## src/rtl/fifo_push_arbiter.sv

```systemverilog
// fifo_push_arbiter: round-robin, burst-capable arbiter feeding the push side
// of one shared synchronous FIFO. The winner owns the FIFO for up to
// MAX_BURST beats. Granted beats are registered once before reaching the FIFO,
// and each beat carries its source id.
// Optional build macro FIFO_ARB_GRANT_CNT_EN adds per-requester saturating
// accepted-beat counters on grant_cnt. Without it, grant_cnt is tied to zero.
module fifo_push_arbiter #(
  parameter int NUM_REQ   = 4,
  parameter int WIDTH     = 32,
  parameter int REQ_BITS  = $clog2(NUM_REQ),
  parameter int MAX_BURST = 8,
  parameter int CNT_W     = 16
) (
  input  logic                     clock,
  input  logic                     rst,
  input  logic [NUM_REQ-1:0]       req_valid,
  input  logic [NUM_REQ*WIDTH-1:0] req_data,
  output logic [NUM_REQ-1:0]       req_ready,
  input  logic                     fifo_alFull,
  input  logic                     fifo_full,
  output logic                     fifo_push,
  output logic [WIDTH-1:0]         fifo_data_in,
  output logic [REQ_BITS-1:0]      fifo_src_id,
  output logic                     arb_busy,
  output logic [NUM_REQ*CNT_W-1:0] grant_cnt
);

  localparam int                  BC_W       = $clog2(MAX_BURST + 1);
  localparam logic [BC_W-1:0]     BC_LAST    = BC_W'(MAX_BURST - 1);
  localparam logic [REQ_BITS-1:0] OWNER_LAST = REQ_BITS'(NUM_REQ - 1);

  typedef enum logic {S_IDLE, S_GRANT} state_t;

  state_t              r_state, w_state_nxt;
  logic [REQ_BITS-1:0] r_owner, w_owner_nxt;
  logic [REQ_BITS-1:0] r_last_owner, w_last_owner_nxt;
  logic [BC_W-1:0]     r_beat_cnt, w_beat_cnt_nxt;

  logic                w_stall;
  logic                w_xfer;
  logic                w_pick_vld;
  logic [REQ_BITS-1:0] w_pick;
  logic [NUM_REQ-1:0]  w_ready;
  logic [WIDTH-1:0]    w_req_data [NUM_REQ];

  logic                r_vld_p1;
  logic [WIDTH-1:0]    r_data_p1;
  logic [REQ_BITS-1:0] r_src_p1;

  assign w_stall = fifo_alFull | fifo_full;

  // Unpack the flat requester data bus into one word per requester.
  always_comb begin
    for (int i = 0; i < NUM_REQ; i++) begin
      w_req_data[i] = req_data[i*WIDTH +: WIDTH];
    end
  end

  // Rotating priority: scan requesters above last_owner first, then wrap to 0..last_owner.
  always_comb begin
    w_pick_vld = 1'b0;
    w_pick     = '0;
    for (int i = 0; i < NUM_REQ; i++) begin
      if (!w_pick_vld && req_valid[i] && (i > int'(r_last_owner))) begin
        w_pick_vld = 1'b1;
        w_pick     = REQ_BITS'(i);
      end
    end
    for (int i = 0; i < NUM_REQ; i++) begin
      if (!w_pick_vld && req_valid[i] && (i <= int'(r_last_owner))) begin
        w_pick_vld = 1'b1;
        w_pick     = REQ_BITS'(i);
      end
    end
  end

  // FSM next state, grant/ready generation and burst bookkeeping.
  always_comb begin
    w_state_nxt      = r_state;
    w_owner_nxt      = r_owner;
    w_last_owner_nxt = r_last_owner;
    w_beat_cnt_nxt   = r_beat_cnt;
    w_ready          = '0;
    w_xfer           = 1'b0;
    case (r_state)
      S_IDLE: begin
        if (w_pick_vld && !w_stall) begin
          w_owner_nxt    = w_pick;
          w_beat_cnt_nxt = '0;
          w_state_nxt    = S_GRANT;
        end
      end
      S_GRANT: begin
        // ready never looks at req_valid, so a stall freezes the burst in place
        w_ready[r_owner] = !w_stall;
        w_xfer           = req_valid[r_owner] & !w_stall;
        if (w_xfer) begin
          w_beat_cnt_nxt = r_beat_cnt + BC_W'(1);
          if (r_beat_cnt == BC_LAST) begin
            w_state_nxt      = S_IDLE;
            w_last_owner_nxt = r_owner;
          end
        end else if (!w_stall && !req_valid[r_owner]) begin
          w_state_nxt      = S_IDLE;
          w_last_owner_nxt = r_owner;
        end
      end
      default: w_state_nxt = S_IDLE;
    endcase
  end

  // Arbiter state registers; reset abandons any burst in progress.
  always_ff @(posedge clock) begin
    if (rst) begin
      r_state      <= S_IDLE;
      r_owner      <= '0;
      r_last_owner <= OWNER_LAST;
      r_beat_cnt   <= '0;
    end else begin
      r_state      <= w_state_nxt;
      r_owner      <= w_owner_nxt;
      r_last_owner <= w_last_owner_nxt;
      r_beat_cnt   <= w_beat_cnt_nxt;
    end
  end

  // Stage p0 -> p1: register the accepted beat toward the FIFO; data and id hold between beats.
  always_ff @(posedge clock) begin
    if (rst) begin
      r_vld_p1  <= 1'b0;
      r_data_p1 <= '0;
      r_src_p1  <= '0;
    end else begin
      r_vld_p1 <= w_xfer;
      if (w_xfer) begin
        r_data_p1 <= w_req_data[r_owner];
        r_src_p1  <= r_owner;
      end
    end
  end

  assign req_ready    = w_ready;
  assign fifo_push    = r_vld_p1;
  assign fifo_data_in = r_data_p1;
  assign fifo_src_id  = r_src_p1;
  assign arb_busy     = (r_state == S_GRANT);

`ifdef FIFO_ARB_GRANT_CNT_EN
  logic [CNT_W-1:0] r_grant_cnt [NUM_REQ];

  // Count accepted beats per owner, saturating at all-ones.
  always_ff @(posedge clock) begin
    if (rst) begin
      for (int i = 0; i < NUM_REQ; i++) begin
        r_grant_cnt[i] <= '0;
      end
    end else if (w_xfer && (r_grant_cnt[r_owner] != {CNT_W{1'b1}})) begin
      r_grant_cnt[r_owner] <= r_grant_cnt[r_owner] + CNT_W'(1);
    end
  end

  // Pack the counters onto the flat output bus.
  always_comb begin
    grant_cnt = '0;
    for (int i = 0; i < NUM_REQ; i++) begin
      grant_cnt[i*CNT_W +: CNT_W] = r_grant_cnt[i];
    end
  end
`else
  assign grant_cnt = '0;
`endif

endmodule

```

## config.mk

```make
export PLATFORM = sky130hd
export DESIGN_NAME = fifo_push_arbiter
export DESIGN_NICKNAME = d
export VERILOG_FILES = /design/src/rtl/fifo_push_arbiter.sv
export SDC_FILE = /design/constraint.sdc
export NUM_CORES = 1
export LEC_CHECK = 0
export CAP_MARGIN = 0
export CORE_AREA = 4 4 134 104
export CTS_BUF_LIST = sky130_fd_sc_hd__clkbuf_4 sky130_fd_sc_hd__clkbuf_8 sky130_fd_sc_hd__clkbuf_16
export DETAILED_ROUTE_END_ITERATION = 10
export DIE_AREA = 0 0 138 108
export SYNTH_ARGS = -nofsm -noshare
export SYNTH_HDL_FRONTEND = slang
export SYNTH_SLANG_ARGS = --single-unit
```

## constraint.sdc

```tcl
create_clock -name clock -period 3.71 [get_ports clock]
set_input_delay 0.5565 -clock clock [delete_from_list [all_inputs] [get_ports clock]]
set_output_delay 0.5565 -clock clock [all_outputs]
set_load 0.02 [all_outputs]
```

==> results by group <==
Clock tree
  • Number of buffers added by the clock tree synthesis step: 5
  • Post-CTS setup buffer count: 0
  • CTS H-tree lvls: 2
  • CTS resizes: 0
  • TritonCTS clock tree: yes
  • Worst-case clock buffer depth: 2
  • Cell chosen for the clock root: sky130_fd_sc_hd__clkbuf_16
  • Clock slew seen by the registers of the worst setup and hold paths: around 0.060 ns
  • Clock network latency to the later pin of the worst-skew pair: ~0.28 ns
  • Hold buffers post-CTS: 0
  • Clk sink count: 44

Pwr
  • Leak: 1.698 nW
  • Power per cell area: ~280 nW/um2
  • Final total power: between 0.001 and 0.0015 W
  • IR drop worst, VDD: approximately 0.15 mV

Finish
  • Signed area change from the synthesized netlist to the final layout: 56.73%
  • Proportion of layout cells with a drive suffix above 1: 0.1485
  • Area occupied by multi-input gates: approximately 1800 um2
  • Count of inserted antenna diode cells: 0
  • Nets@finish: roughly 620
  • Sequential standard cell area: about 880 um2
  • Fill cells: 1263

Logic synthesis
  • Share of synthesized area occupied by flip-flops and latches: 0.2847
  • Number of flops mapped to enable cells by yosys: 0
  • Number of instances in the synthesized netlist: ~320
  • Count of distinct cell types in the synthesized netlist: 38
  • Post-synthesis instance area: approximately 3100 um2
  • Number of warnings printed during yosys synthesis: 0
  • FFs w/ async S/R, synth: 0
  • Leading register cell type out of synthesis: sky130_fd_sc_hd__dfxtp_1
  • Average footprint of a synthesized cell: between 9 and 10 um2
  • Post-synthesis register bit count: 44

Floorplanning
  • Area of the die: between 10000 and 15000 um2
  • Core outline area: 12700 um2
  • Die extent in y: around 110 um
  • Std cell rows: 36
  • # IOs: 240
  • Die X: about 140 um
  • Starting Density: 0.2436

Critical path
  • Data required time of the worst path: between 3 and 4 ns
  • Worst endpoint data arrival time: 2.34 ns
  • Worst setup path class: in2out
  • Kind of start point of the critical path: input pin
  • End point of the critical path: req_ready[1]
  • Worst path most repeated cell: sky130_fd_sc_hd__clkdlybuf4s50_1
  • List of cells traversed by the critical path: clkdlybuf4s50_1 > nor3b_2 > nand2_1 > nor2_1 > clkdlybuf4s50_1
  • End of the worst register-to-register path: fifo_data_in[20]
  • Endpoint type of the worst setup path: primary output
  • Worst Reg-to-Reg Cells: 4
  • Max stage delay cell, worst path: sky130_fd_sc_hd__clkdlybuf4s50_1
  • Internal reg-to-reg setup slack: around 1.6 ns
  • Largest stage delay, worst path: just over 0.6 ns
  • Crit Reg-Reg Startpoint: r_owner[1]
  • Critical-path maximum fanout: 6
  • CP Launch Point: fifo_full

Global route
  • Met2 Use GR: 0.1950
  • Wire length of the first global-routing pass: roughly 14000 um
  • Met3 Use GR: 0.05128
  • Number of antenna violations at the first check in global routing: 0
  • Global-route congestion overflow total: 0
  • Pin count of the biggest net entering global routing: 48
  • Vias in the first global route: roughly 2700
  • Total routing resource utilization after global routing: 0.1161
  • Met1 layer usage reported by global route: 0.1365
  • Most crowded layer after global routing: met2

Place
  • Placed wire-length estimate: 7234 um
  • Count of input and output buffers: approximately 180
  • Routability congestion estimate: 0.8737

Min path
  • Worst hold path class: reg2reg

Timing
  • Final Slew Violations: 0
  • Portion of the clock cycle consumed by the worst path in the final layout: 0.7810
  • Measured slew at the worst slew-check pin: 1.031 ns
  • Setup repair after global routing missed its margin: false
  • Setup Skew: ~0.0044 ns
  • Number of failing hold endpoints at the final stage: 0
  • Endpoints failing setup: 0
  • Worst slew margin relative to its limit: 0.3127
  • Period minus WS final: slightly below 3 ns
  • Maximum clock rate: about 0.35 GHz
  • Setup TNS: 0 ns

Routing
  • Residual antenna-violating net count after detailed routing: 0
  • Post-Route WL: approximately 9000 um
  • DR pass1 iterations: 4
  • Drt first-iter violations: around 100
  • Average wire per standard cell: about 14 um
  • Vias per Instance: between 4 and 5
  • Routed vias: about 2800
  • Number of remaining DRC errors: 0

Flow run
  • # Max-Cap Violations: 0

Status
  • Outcome: completed
[registers in the layout (all words and copies together), names as in the netlist]
signal and cells:
r_beat_cnt 4, arb_busy 1, r_last_owner 2, fifo_push 1, r_owner 2, fifo_data_in 32
fifo_src_id 2
[worst min-delay path by stage]
stage / startpoint / endpoint / slack [ns] / cells after the start
finish: fifo_data_in[27] / fifo_data_in[27] / 0.45 / 2
CTS: fifo_data_in[27] / fifo_data_in[27] / 0.45 / 2
global route: fifo_data_in[10] / fifo_data_in[10] / 0.47 / 2
floorplan: r_beat_cnt[2] / r_beat_cnt[2] / 0.46 / 2
detailed placement: fifo_data_in[27] / fifo_data_in[27] / 0.45 / 2
global placement: fifo_data_in[22] / fifo_data_in[22] / 0.44 / 2
[through the flow]
step | cells | setup slack (ns) | util | hold slack (ns) | instance area [um2]
3_5_place_dp | 648 | 0.8143 | 0.3686 | 0.4456 | 4682
3_3_place_gp | 648 | 0.8323 | 0.3686 | 0.4423 | 4682
2_1_floorplan | 387 | 1.662 | - | 0.4597 | 3331
5_1_grt | 656 | 0.6571 | 0.3818 | 0.4703 | 4850
4_1_cts | 656 | 0.8114 | 0.3818 | 0.4545 | 4850
6_report | 656 | 0.8124 | 0.3818 | 0.4527 | 4850
[layout by cell type, fill, tap and decap left out, types with 2 or more instances in the layout]
cell,count
sky130_fd_sc_hd__o21ai_0,3
sky130_fd_sc_hd__dfxtp_2,2
sky130_fd_sc_hd__and3_1,2
sky130_fd_sc_hd__nor3_1,5
sky130_fd_sc_hd__nand2_1,61
sky130_fd_sc_hd__nand3b_1,2
sky130_fd_sc_hd__a21oi_2,12
sky130_fd_sc_hd__mux4_2,33
sky130_fd_sc_hd__nand3_1,4
sky130_fd_sc_hd__clkbuf_16,5
sky130_fd_sc_hd__nand2_2,10
sky130_fd_sc_hd__o22ai_1,2
sky130_fd_sc_hd__a31oi_1,2
sky130_fd_sc_hd__buf_4,2
sky130_fd_sc_hd__a21oi_1,29
sky130_fd_sc_hd__dfxtp_1,42
sky130_fd_sc_hd__clkdlybuf4s50_1,174
sky130_fd_sc_hd__conb_1,64
sky130_fd_sc_hd__inv_1,5
sky130_fd_sc_hd__nor2_1,6
[kinds of logic (layout without fill, tap and decap cells)]
| family | Yosys count | in the layout | synth area share |
|---|---|---|---|
| adder cells (fa/ha/maj) | 1 | 1 | 0.004043 |
| multiplexers | 34 | 34 | 0.2434 |
| flip-flops | 44 | 44 | 0.2847 |
| AO/OA/AOI/OAI | 54 | 54 | 0.1104 |
| AND/OR/NAND/NOR | 98 | 98 | 0.1476 |
| other | 1 | 64 | 0.001212 |
| buffers and inverters | 92 | 190 | 0.2087 |
[routing by layer]
layer  up-vias  share of wire
met3        10           0.10
met5         -              0
met2       156           0.48
met1      1273           0.41
li1       1330              -
met4         0          0.011
[synthesized netlist by cell type (all sizes together), types with 2 or more instances]
library cell   n  area, um2
and3           2      12.51
mux4          33      743.2
nand3b         2      15.01
buf           76      584.3
clkbuf        11      42.54
nand3          4      20.02
nand2         72      302.8
a21oi         41      250.2
nor3           5      25.02
nor2           6      22.52
o22ai          2      12.51
dfxtp         44      880.8
inv            5      18.77
a31oi          2      12.51
o21ai          3      15.01
[worst max-delay path: cells and delay by family]
kind / cells / cell delay (ns)
buffers and inverters: 2 / 1.09
and+or+nand+nor: 3 / 0.69
[layout make-up]
| cell class | instances | area share |
|---|---|---|
| Clock inverter | 2 | 0.007224 |
| Timing Repair Buffer | 177 | 0.3633 |
| Inverter | 5 | 0.003870 |
| Clock buffer | 6 | 0.02735 |
| Multi-Input combinational cell | 251 | 0.3720 |
| Tap cell | 171 | 0.04412 |
| Sequential cell | 44 | 0.1821 |
[report_power, final]
part / switching, W / internal [W] / total, W
clock: 0.000185 / 0.000324 / 0.000509
combinational: 0.000142 / 0.000200 / 0.000343
sequential: 0.0000143 / 0.000480 / 0.000494
No activity file was read; power rests on OpenSTA's default activity.
